## config.mk

```make
export PLATFORM = sky130hd
export DESIGN_NAME = mem_stage
export DESIGN_NICKNAME = d
export VERILOG_FILES = /design/src/rtl/mem_stage_pkg.sv /design/src/rtl/mem_align.sv /design/src/rtl/mem_stage.sv
export SDC_FILE = /design/constraint.sdc
export NUM_CORES = 1
export LEC_CHECK = 0
export CORE_AREA = 2 2 140 142
export CTS_CLUSTER_SIZE = 30
export DETAILED_ROUTE_END_ITERATION = 7
export DIE_AREA = 0 0 142 144
export PLACE_DENSITY = 0.92
export SLEW_MARGIN = 30
export SYNTH_ARGS = -nofsm -noshare
export SYNTH_HDL_FRONTEND = slang
export SYNTH_SLANG_ARGS = --single-unit
```

## constraint.sdc

```tcl
create_clock -name clk -period 7.4 [get_ports clk]
set_input_delay 1.85 -clock clk [delete_from_list [all_inputs] [get_ports clk]]
set_output_delay 1.85 -clock clk [all_outputs]
set_load 0.01 [all_outputs]
```

## src/rtl/mem_stage_pkg.sv

```systemverilog
// Shared types and encodings for the data-memory pipeline stage.
// op_mem field layout, access sizes, FSM states and the latched record layouts.
package mem_stage_pkg;

    localparam int XLEN     = 32;
    localparam int BYPASS_W = 38;

    localparam int OPM_LOAD  = 0;
    localparam int OPM_STORE = 1;
    localparam int OPM_UNS   = 2;
    localparam int OPM_SIZE  = 3;

    localparam logic [1:0] SZ_B = 2'b00;
    localparam logic [1:0] SZ_H = 2'b01;
    localparam logic [1:0] SZ_W = 2'b10;

    typedef enum logic [1:0] {
        ST_IDLE,
        ST_REQ,
        ST_WAIT,
        ST_CANCEL
    } state_e;

    // Writeback-facing fields captured when an instruction is accepted.
    typedef struct packed {
        logic [XLEN-1:0] pc;
        logic [XLEN-1:0] result;
        logic            wreg_en;
        logic [4:0]      wreg_index;
        logic            excp;
        logic            ale;
        logic [XLEN-1:0] badv;
    } hdr_t;

    typedef struct packed {
        logic            wr;
        logic [3:0]      wstrb;
        logic [XLEN-1:0] addr;
        logic [XLEN-1:0] wdata;
    } req_t;

    typedef struct packed {
        logic       load;
        logic       uns;
        logic [1:0] size;
        logic [1:0] addr_lo;
    } meta_t;

endpackage

```

## src/rtl/mem_align.sv

```systemverilog
// Misalignment check, store strobe/data lane placement and load extract/extend.
// Purely combinational (zero latency); no flow control.
module mem_align
    import mem_stage_pkg::*;
(
    input  logic            is_mem_i,
    input  logic            is_store_i,
    input  logic [1:0]      size_i,
    input  logic [1:0]      addr_lo_i,
    input  logic [XLEN-1:0] st_data_i,
    output logic            ale_o,
    output logic [3:0]      wstrb_o,
    output logic [XLEN-1:0] wdata_o,
    input  logic            ld_uns_i,
    input  logic [1:0]      ld_size_i,
    input  logic [1:0]      ld_addr_lo_i,
    input  logic [XLEN-1:0] rdata_i,
    output logic [XLEN-1:0] ld_data_o
);

    logic [7:0]  ld_b;
    logic [15:0] ld_h;

    always_comb begin
        ale_o = is_mem_i & (((size_i == SZ_H) & addr_lo_i[0]) |
                            ((size_i == SZ_W) & (addr_lo_i != 2'b00)));
        case (size_i)
            SZ_B: begin
                wdata_o = {4{st_data_i[7:0]}};
                wstrb_o = 4'b0001 << addr_lo_i;
            end
            SZ_H: begin
                wdata_o = {2{st_data_i[15:0]}};
                wstrb_o = addr_lo_i[1] ? 4'b1100 : 4'b0011;
            end
            default: begin
                wdata_o = st_data_i;
                wstrb_o = 4'b1111;
            end
        endcase
        if (!is_store_i) begin
            wstrb_o = 4'b0000;
        end
    end

    always_comb begin
        ld_b = 8'(rdata_i >> {ld_addr_lo_i, 3'b000});
        ld_h = 16'(rdata_i >> {ld_addr_lo_i[1], 4'b0000});
        case (ld_size_i)
            SZ_B:    ld_data_o = {{24{ld_b[7] & ~ld_uns_i}}, ld_b};
            SZ_H:    ld_data_o = {{16{ld_h[15] & ~ld_uns_i}}, ld_h};
            default: ld_data_o = rdata_i;
        endcase
    end

endmodule

```

## src/rtl/mem_stage.sv

```systemverilog
// Memory pipeline stage: one load/store per instruction on a split addr/data SRAM port.
// Latency 1 cycle for non-memory ops, until data_ok for accesses; stalls execute while busy or blocked.
module mem_stage
    import mem_stage_pkg::*;
#(
    parameter int ADDR_W = 32,
    parameter int DATA_W = 32
) (
    input  logic                clk,
    input  logic                reset,
    input  logic                excp_flush,
    input  logic                ertn_flush,
    input  logic                left_valid,
    output logic                left_ready,
    input  logic [ADDR_W-1:0]   ex_pc,
    input  logic [DATA_W-1:0]   ex_result,
    input  logic [DATA_W-1:0]   ex_store_data,
    input  logic [5:0]          ex_op_mem,
    input  logic                ex_wreg_en,
    input  logic [4:0]          ex_wreg_index,
    input  logic                ex_excp,
    output logic                data_req,
    output logic                data_wr,
    output logic [3:0]          data_wstrb,
    output logic [ADDR_W-1:0]   data_addr,
    output logic [DATA_W-1:0]   data_wdata,
    input  logic                data_addr_ok,
    input  logic                data_data_ok,
    input  logic [DATA_W-1:0]   data_rdata,
    output logic                right_valid,
    input  logic                right_ready,
    output logic [ADDR_W-1:0]   mem_pc,
    output logic [DATA_W-1:0]   mem_result,
    output logic                mem_wreg_en,
    output logic [4:0]          mem_wreg_index,
    output logic                mem_excp,
    output logic                mem_ale,
    output logic [ADDR_W-1:0]   mem_badv,
    output logic [BYPASS_W-1:0] mem_bypass,
    output logic                mem_load_busy
);

    state_e state_q, state_d;
    logic   valid_q, valid_d;
    hdr_t   hdr_q, hdr_d;
    req_t   req_q, req_d;
    meta_t  meta_q, meta_d;

    logic            flush, accept, ex_mem, ale, fwd_en;
    logic [3:0]      al_wstrb;
    logic [XLEN-1:0] al_wdata, ld_data;
    logic            unused_op_rsvd;

    assign unused_op_rsvd = ex_op_mem[5];
    assign ex_mem = ex_op_mem[OPM_LOAD] | ex_op_mem[OPM_STORE];

    mem_align u_align (
        .is_mem_i     (ex_mem),
        .is_store_i   (ex_op_mem[OPM_STORE]),
        .size_i       (ex_op_mem[OPM_SIZE +: 2]),
        .addr_lo_i    (ex_result[1:0]),
        .st_data_i    (ex_store_data),
        .ale_o        (ale),
        .wstrb_o      (al_wstrb),
        .wdata_o      (al_wdata),
        .ld_uns_i     (meta_q.uns),
        .ld_size_i    (meta_q.size),
        .ld_addr_lo_i (meta_q.addr_lo),
        .rdata_i      (data_rdata),
        .ld_data_o    (ld_data)
    );

    always_comb begin
        state_d = state_q;
        valid_d = valid_q;
        hdr_d   = hdr_q;
        req_d   = req_q;
        meta_d  = meta_q;

        flush      = excp_flush | ertn_flush;
        left_ready = (state_q == ST_IDLE) & (~valid_q | right_ready) & ~flush;
        accept     = left_valid & left_ready;

        // Valid only drops on handoff once the access (if any) has finished.
        if (flush) begin
            valid_d = 1'b0;
        end else if (accept) begin
            valid_d = 1'b1;
        end else if (right_ready && state_q == ST_IDLE) begin
            valid_d = 1'b0;
        end

        if (accept) begin
            hdr_d.pc         = ex_pc;
            hdr_d.result     = ex_result;
            hdr_d.wreg_en    = ex_wreg_en & ~ale & ~ex_excp;
            hdr_d.wreg_index = ex_wreg_index;
            hdr_d.excp       = ex_excp | ale;
            hdr_d.ale        = ale;
            hdr_d.badv       = ale ? ex_result : '0;
            req_d.wr         = ex_op_mem[OPM_STORE];
            req_d.wstrb      = al_wstrb;
            req_d.addr       = ex_result;
            req_d.wdata      = al_wdata;
            meta_d.load      = ex_op_mem[OPM_LOAD];
            meta_d.uns       = ex_op_mem[OPM_UNS];
            meta_d.size      = ex_op_mem[OPM_SIZE +: 2];
            meta_d.addr_lo   = ex_result[1:0];
        end

        case (state_q)
            ST_IDLE: begin
                if (accept && ex_mem && !ale && !ex_excp) begin
                    state_d = ST_REQ;
                end
            end
            ST_REQ: begin
                if (flush) begin
                    state_d = data_addr_ok ? ST_CANCEL : ST_IDLE;
                end else if (data_addr_ok) begin
                    state_d = ST_WAIT;
                end
            end
            ST_WAIT: begin
                // A response landing with the flush completes the access; no cancel needed.
                if (data_data_ok) begin
                    state_d = ST_IDLE;
                    if (meta_q.load && !flush) begin
                        hdr_d.result = ld_data;
                    end
                end else if (flush) begin
                    state_d = ST_CANCEL;
                end
            end
            ST_CANCEL: begin
                if (data_data_ok) begin
                    state_d = ST_IDLE;
                end
            end
            default: state_d = ST_IDLE;
        endcase
    end

    always_ff @(posedge clk) begin
        if (reset) begin
            state_q <= ST_IDLE;
            valid_q <= 1'b0;
            hdr_q   <= '0;
            req_q   <= '0;
            meta_q  <= '0;
        end else begin
            state_q <= state_d;
            valid_q <= valid_d;
            hdr_q   <= hdr_d;
            req_q   <= req_d;
            meta_q  <= meta_d;
        end
    end

    assign data_req       = (state_q == ST_REQ);
    assign data_wr        = req_q.wr;
    assign data_wstrb     = req_q.wstrb;
    assign data_addr      = req_q.addr;
    assign data_wdata     = req_q.wdata;

    assign right_valid    = valid_q & (state_q == ST_IDLE);
    assign mem_pc         = hdr_q.pc;
    assign mem_result     = hdr_q.result;
    assign mem_wreg_en    = hdr_q.wreg_en;
    assign mem_wreg_index = hdr_q.wreg_index;
    assign mem_excp       = hdr_q.excp;
    assign mem_ale        = hdr_q.ale;
    assign mem_badv       = hdr_q.badv;

    assign fwd_en         = valid_q & hdr_q.wreg_en & (state_q == ST_IDLE);
    assign mem_bypass     = {hdr_q.result, hdr_q.wreg_index, fwd_en};
    assign mem_load_busy  = valid_q & (state_q != ST_IDLE);

endmodule

```

==> out/results.txt <==
Commonest cells post-synth: sky130_fd_sc_hd__nand2_1, sky130_fd_sc_hd__dfxtp_1, sky130_fd_sc_hd__a21oi_1
setup violation total in the final timing report: 0
worst hold path startpoint: mem_badv[7]
xor and xnor fraction of the mapped netlist area: 0.00222
min-delay worst type: flop to flop
post-synthesis cell type count: 39
fraction of post-synthesis cell area in the top cell type by area: 0.456
layout cell share with drive strength beyond 1: 0.0460
count of yosys warnings during synthesis: 0
share of synthesized area occupied by flip-flops and latches: 0.456
# nets final: 1420
number of cells traversed by the worst hold path: 2
H-tree levels: 4
per-cell via count in the routed design: 5.56
most used flip-flop cell after synthesis: sky130_fd_sc_hd__dfxtp_1
kind of launch point of the worst setup path: input port
core area: 19100 um^2
worst relative slew slack: 0.365
count of boundary I/O pins: 364
clock-pin slew on the worst setup and hold paths: 0.07 ns
Post-synth EDFFs: 0
number of gates resized after cts: 0
setup repair after global routing missed its margin: no
cts-stage hold buffer count: 0
post-route antenna net violation count: 0
final critical-path setup slack: 1.82 ns
final slew viol count: 0
Worst Path Required: 5.55 ns
largest fanout on the critical path: 28
number of fill cells: 1587
gate count after technology mapping: 1009
end of the worst register-to-register path: state_q[0]
count leader, synth: sky130_fd_sc_hd__nand2_1
final setup TNS: 0 ns
die footprint: 20400 um^2
status: finished clean
maximum number of buffers from clock root to sink: 2
Net Count, Synth: 1158
Critical Path AT: 3.73 ns
total instance count after detailed placement: 1490
area added between synthesis and finish: 50.1%
Diodes inserted: 0
kind of capture point of the worst setup path: output port
crit share post-route: 0.753
number of setup buffers added after CTS: 0
IO buf count: 362
hpwl dp: 20400 um
DR pass1 iterations: 5
number of CTS-inserted buffers: 17
max cap viols: 0
width of the die: 142 um
global-route usage over all layers: 0.265
total power per unit cell area: 187 nW/um^2
chip height: 144 um
#FFs+latches synth: 180
clock tree from TritonCTS: built
hold worst-path end: mem_badv[7]
Syn Area/Cell: 7.83 um^2
max frequency: 179 MHz
arithmetic-cell share of the synthesized area counting full adders, half adders and majority gates: 0
placement-stage worst setup slack: 1.84 ns
final hold viol count: 0
wire length per cell after detailed routing: 18.8 um
drt first-iter violations: 701
Placed Instance Area: 11300 um^2
number of placement rows: 51
first-pass GRT wire length: 42500 um
Worst R2R Setup Slack: 4.19 ns
r2r startpoint: state_q[1]
Tmin final: 5.58 ns
cell area after layout: 11900 um^2
final global-route overflow total: 0
Post-Route Skew: 0.0117 ns
Final Instance Count excl. Fillers: 1522
initial cell density of the core: 0.414
Final GP Congestion: 0.906
WL final: 28600 um
Worst Tran Pin Value: 0.952 ns
compound-cell area share of the yosys netlist: 0.205
number of remaining DRC errors: 0
crit path kind: input port to output port
initial antenna violation count: 0
dominant combinational cell family by area after synthesis: simple AND/OR/NAND/NOR gates
fraction of the mapped netlist area in simple logic gates: 0.211
clk root buf: sky130_fd_sc_hd__clkbuf_16
TritonCTS sink count: 180
Syn Std Cell Area: 7900 um^2
maximum number of pins on one net before global-route repair: 108
largest vdd supply drop: 0.142 mV
total via count after detailed routing: 8467
largest area contributor in the synthesized netlist: sky130_fd_sc_hd__dfxtp_1
number of global-route vias before repair: 7944
Leak Pwr: 3.99 nW
Register-to-Register Path Depth: 6
multiplexer area fraction after synthesis: 0.0418
largest cells by area after synthesis: sky130_fd_sc_hd__dfxtp_1, sky130_fd_sc_hd__nand2_1, sky130_fd_sc_hd__a21oi_1
clk_lat worst skew: 0.42 ns
proportion of synthesized flip-flops having asynchronous set or reset: 0
## critical path: stages
cell and delay [ns]:
sky130_fd_sc_hd__clkdlybuf4s50_1 0.46, sky130_fd_sc_hd__or4_1 0.48, sky130_fd_sc_hd__buf_4 0.24, sky130_fd_sc_hd__nor2_1 0.12, sky130_fd_sc_hd__clkdlybuf4s50_1 0.55
## per-layer routing
| layer | part of all wire | GRT usage |
|---|---|---|
| met1 | 0.38 | 0.312 |
| met2 | 0.49 | 0.445 |
| met3 | 0.087 | 0.0675 |
| met4 | 0.046 | 0.144 |
| met5 | 0 | 0 |
## layout make-up
class / count / area, um^2 / area share
clock buffers: 19 / 433 / 0.0365
clock inverters: 13 / 116 / 0.00981
inverters: 5 / 18.8 / 0.00158
multi-input cells: 694 / 3680 / 0.310
flip-flops and latches: 180 / 3600 / 0.304
well taps: 238 / 298 / 0.0251
repair buffers: 373 / 3710 / 0.313
## cells by family after synthesis
family | after synthesis
xor gates and xnor gates | 2
DFF | 180
AOI/OAI and AO/OA | 262
muxes | 33
and+or+nand+nor | 397
buffers and inverters | 135
## placed cells by master (no fill, tap or decap), types with 7 or more instances in the layout
master / netlist / final
sky130_fd_sc_hd__o21ai_0: 9 / 9
sky130_fd_sc_hd__a221oi_1: 7 / 7
sky130_fd_sc_hd__nand4_1: 8 / 8
sky130_fd_sc_hd__clkdlybuf4s50_1: 0 / 361
sky130_fd_sc_hd__a22o_1: 9 / 9
sky130_fd_sc_hd__a211oi_1: 71 / 71
sky130_fd_sc_hd__mux2i_1: 33 / 33
sky130_fd_sc_hd__nor2_1: 35 / 35
sky130_fd_sc_hd__nor3_1: 28 / 25
sky130_fd_sc_hd__nand3_1: 26 / 26
sky130_fd_sc_hd__a22oi_1: 17 / 17
sky130_fd_sc_hd__or2_2: 8 / 8
sky130_fd_sc_hd__clkbuf_16: 0 / 17
sky130_fd_sc_hd__a21oi_1: 141 / 141
sky130_fd_sc_hd__buf_4: 40 / 10
sky130_fd_sc_hd__dfxtp_1: 180 / 179
sky130_fd_sc_hd__nand2_1: 270 / 270
## flip-flops by register name, indices dropped and copies added (netlist names)
register        cells
data_addr          32
data_wdata         32
data_wr             1
data_wstrb          4
mem_ale             1
mem_badv           32
mem_excp            1
mem_pc             32
mem_result         32
mem_wreg_en         1
mem_wreg_index      5
meta_q              4
state_q             2
valid_q             1
## power breakdown
part | leakage, nW | total (mW) | switching (mW) | internal (mW)
Clock | 0.250 | 0.857 | 0.415 | 0.442
Sequential | 1.46 | 1.02 | 0.0227 | 0.999
Combinational | 2.28 | 0.338 | 0.162 | 0.176
## worst max-delay path by stage
| stage | from | to | slack (ns) | depth (start not counted) |
|---|---|---|---|---|
| final | ertn_flush | left_ready | 1.82 | 5 |
| after global routing | ertn_flush | left_ready | 1.76 | 5 |
| after CTS | ertn_flush | left_ready | 1.84 | 5 |
| after detailed placement | ertn_flush | left_ready | 1.84 | 5 |
| after global placement | ertn_flush | left_ready | 1.85 | 5 |
| after floorplan | ertn_flush | left_ready | 2.71 | 4 |
## per-stage QoR
stage | util | power (mW) | hold WS (ns)
after global placement | 0.592 | 1.37 | 0.438
after floorplan | - | 1.19 | 0.432
final | 0.622 | 2.22 | 0.453
after CTS | 0.621 | 2.23 | 0.456
after detailed placement | 0.592 | 1.38 | 0.446
after global routing | 0.622 | 2.29 | 0.471
(Power assumes the default switching activity.)
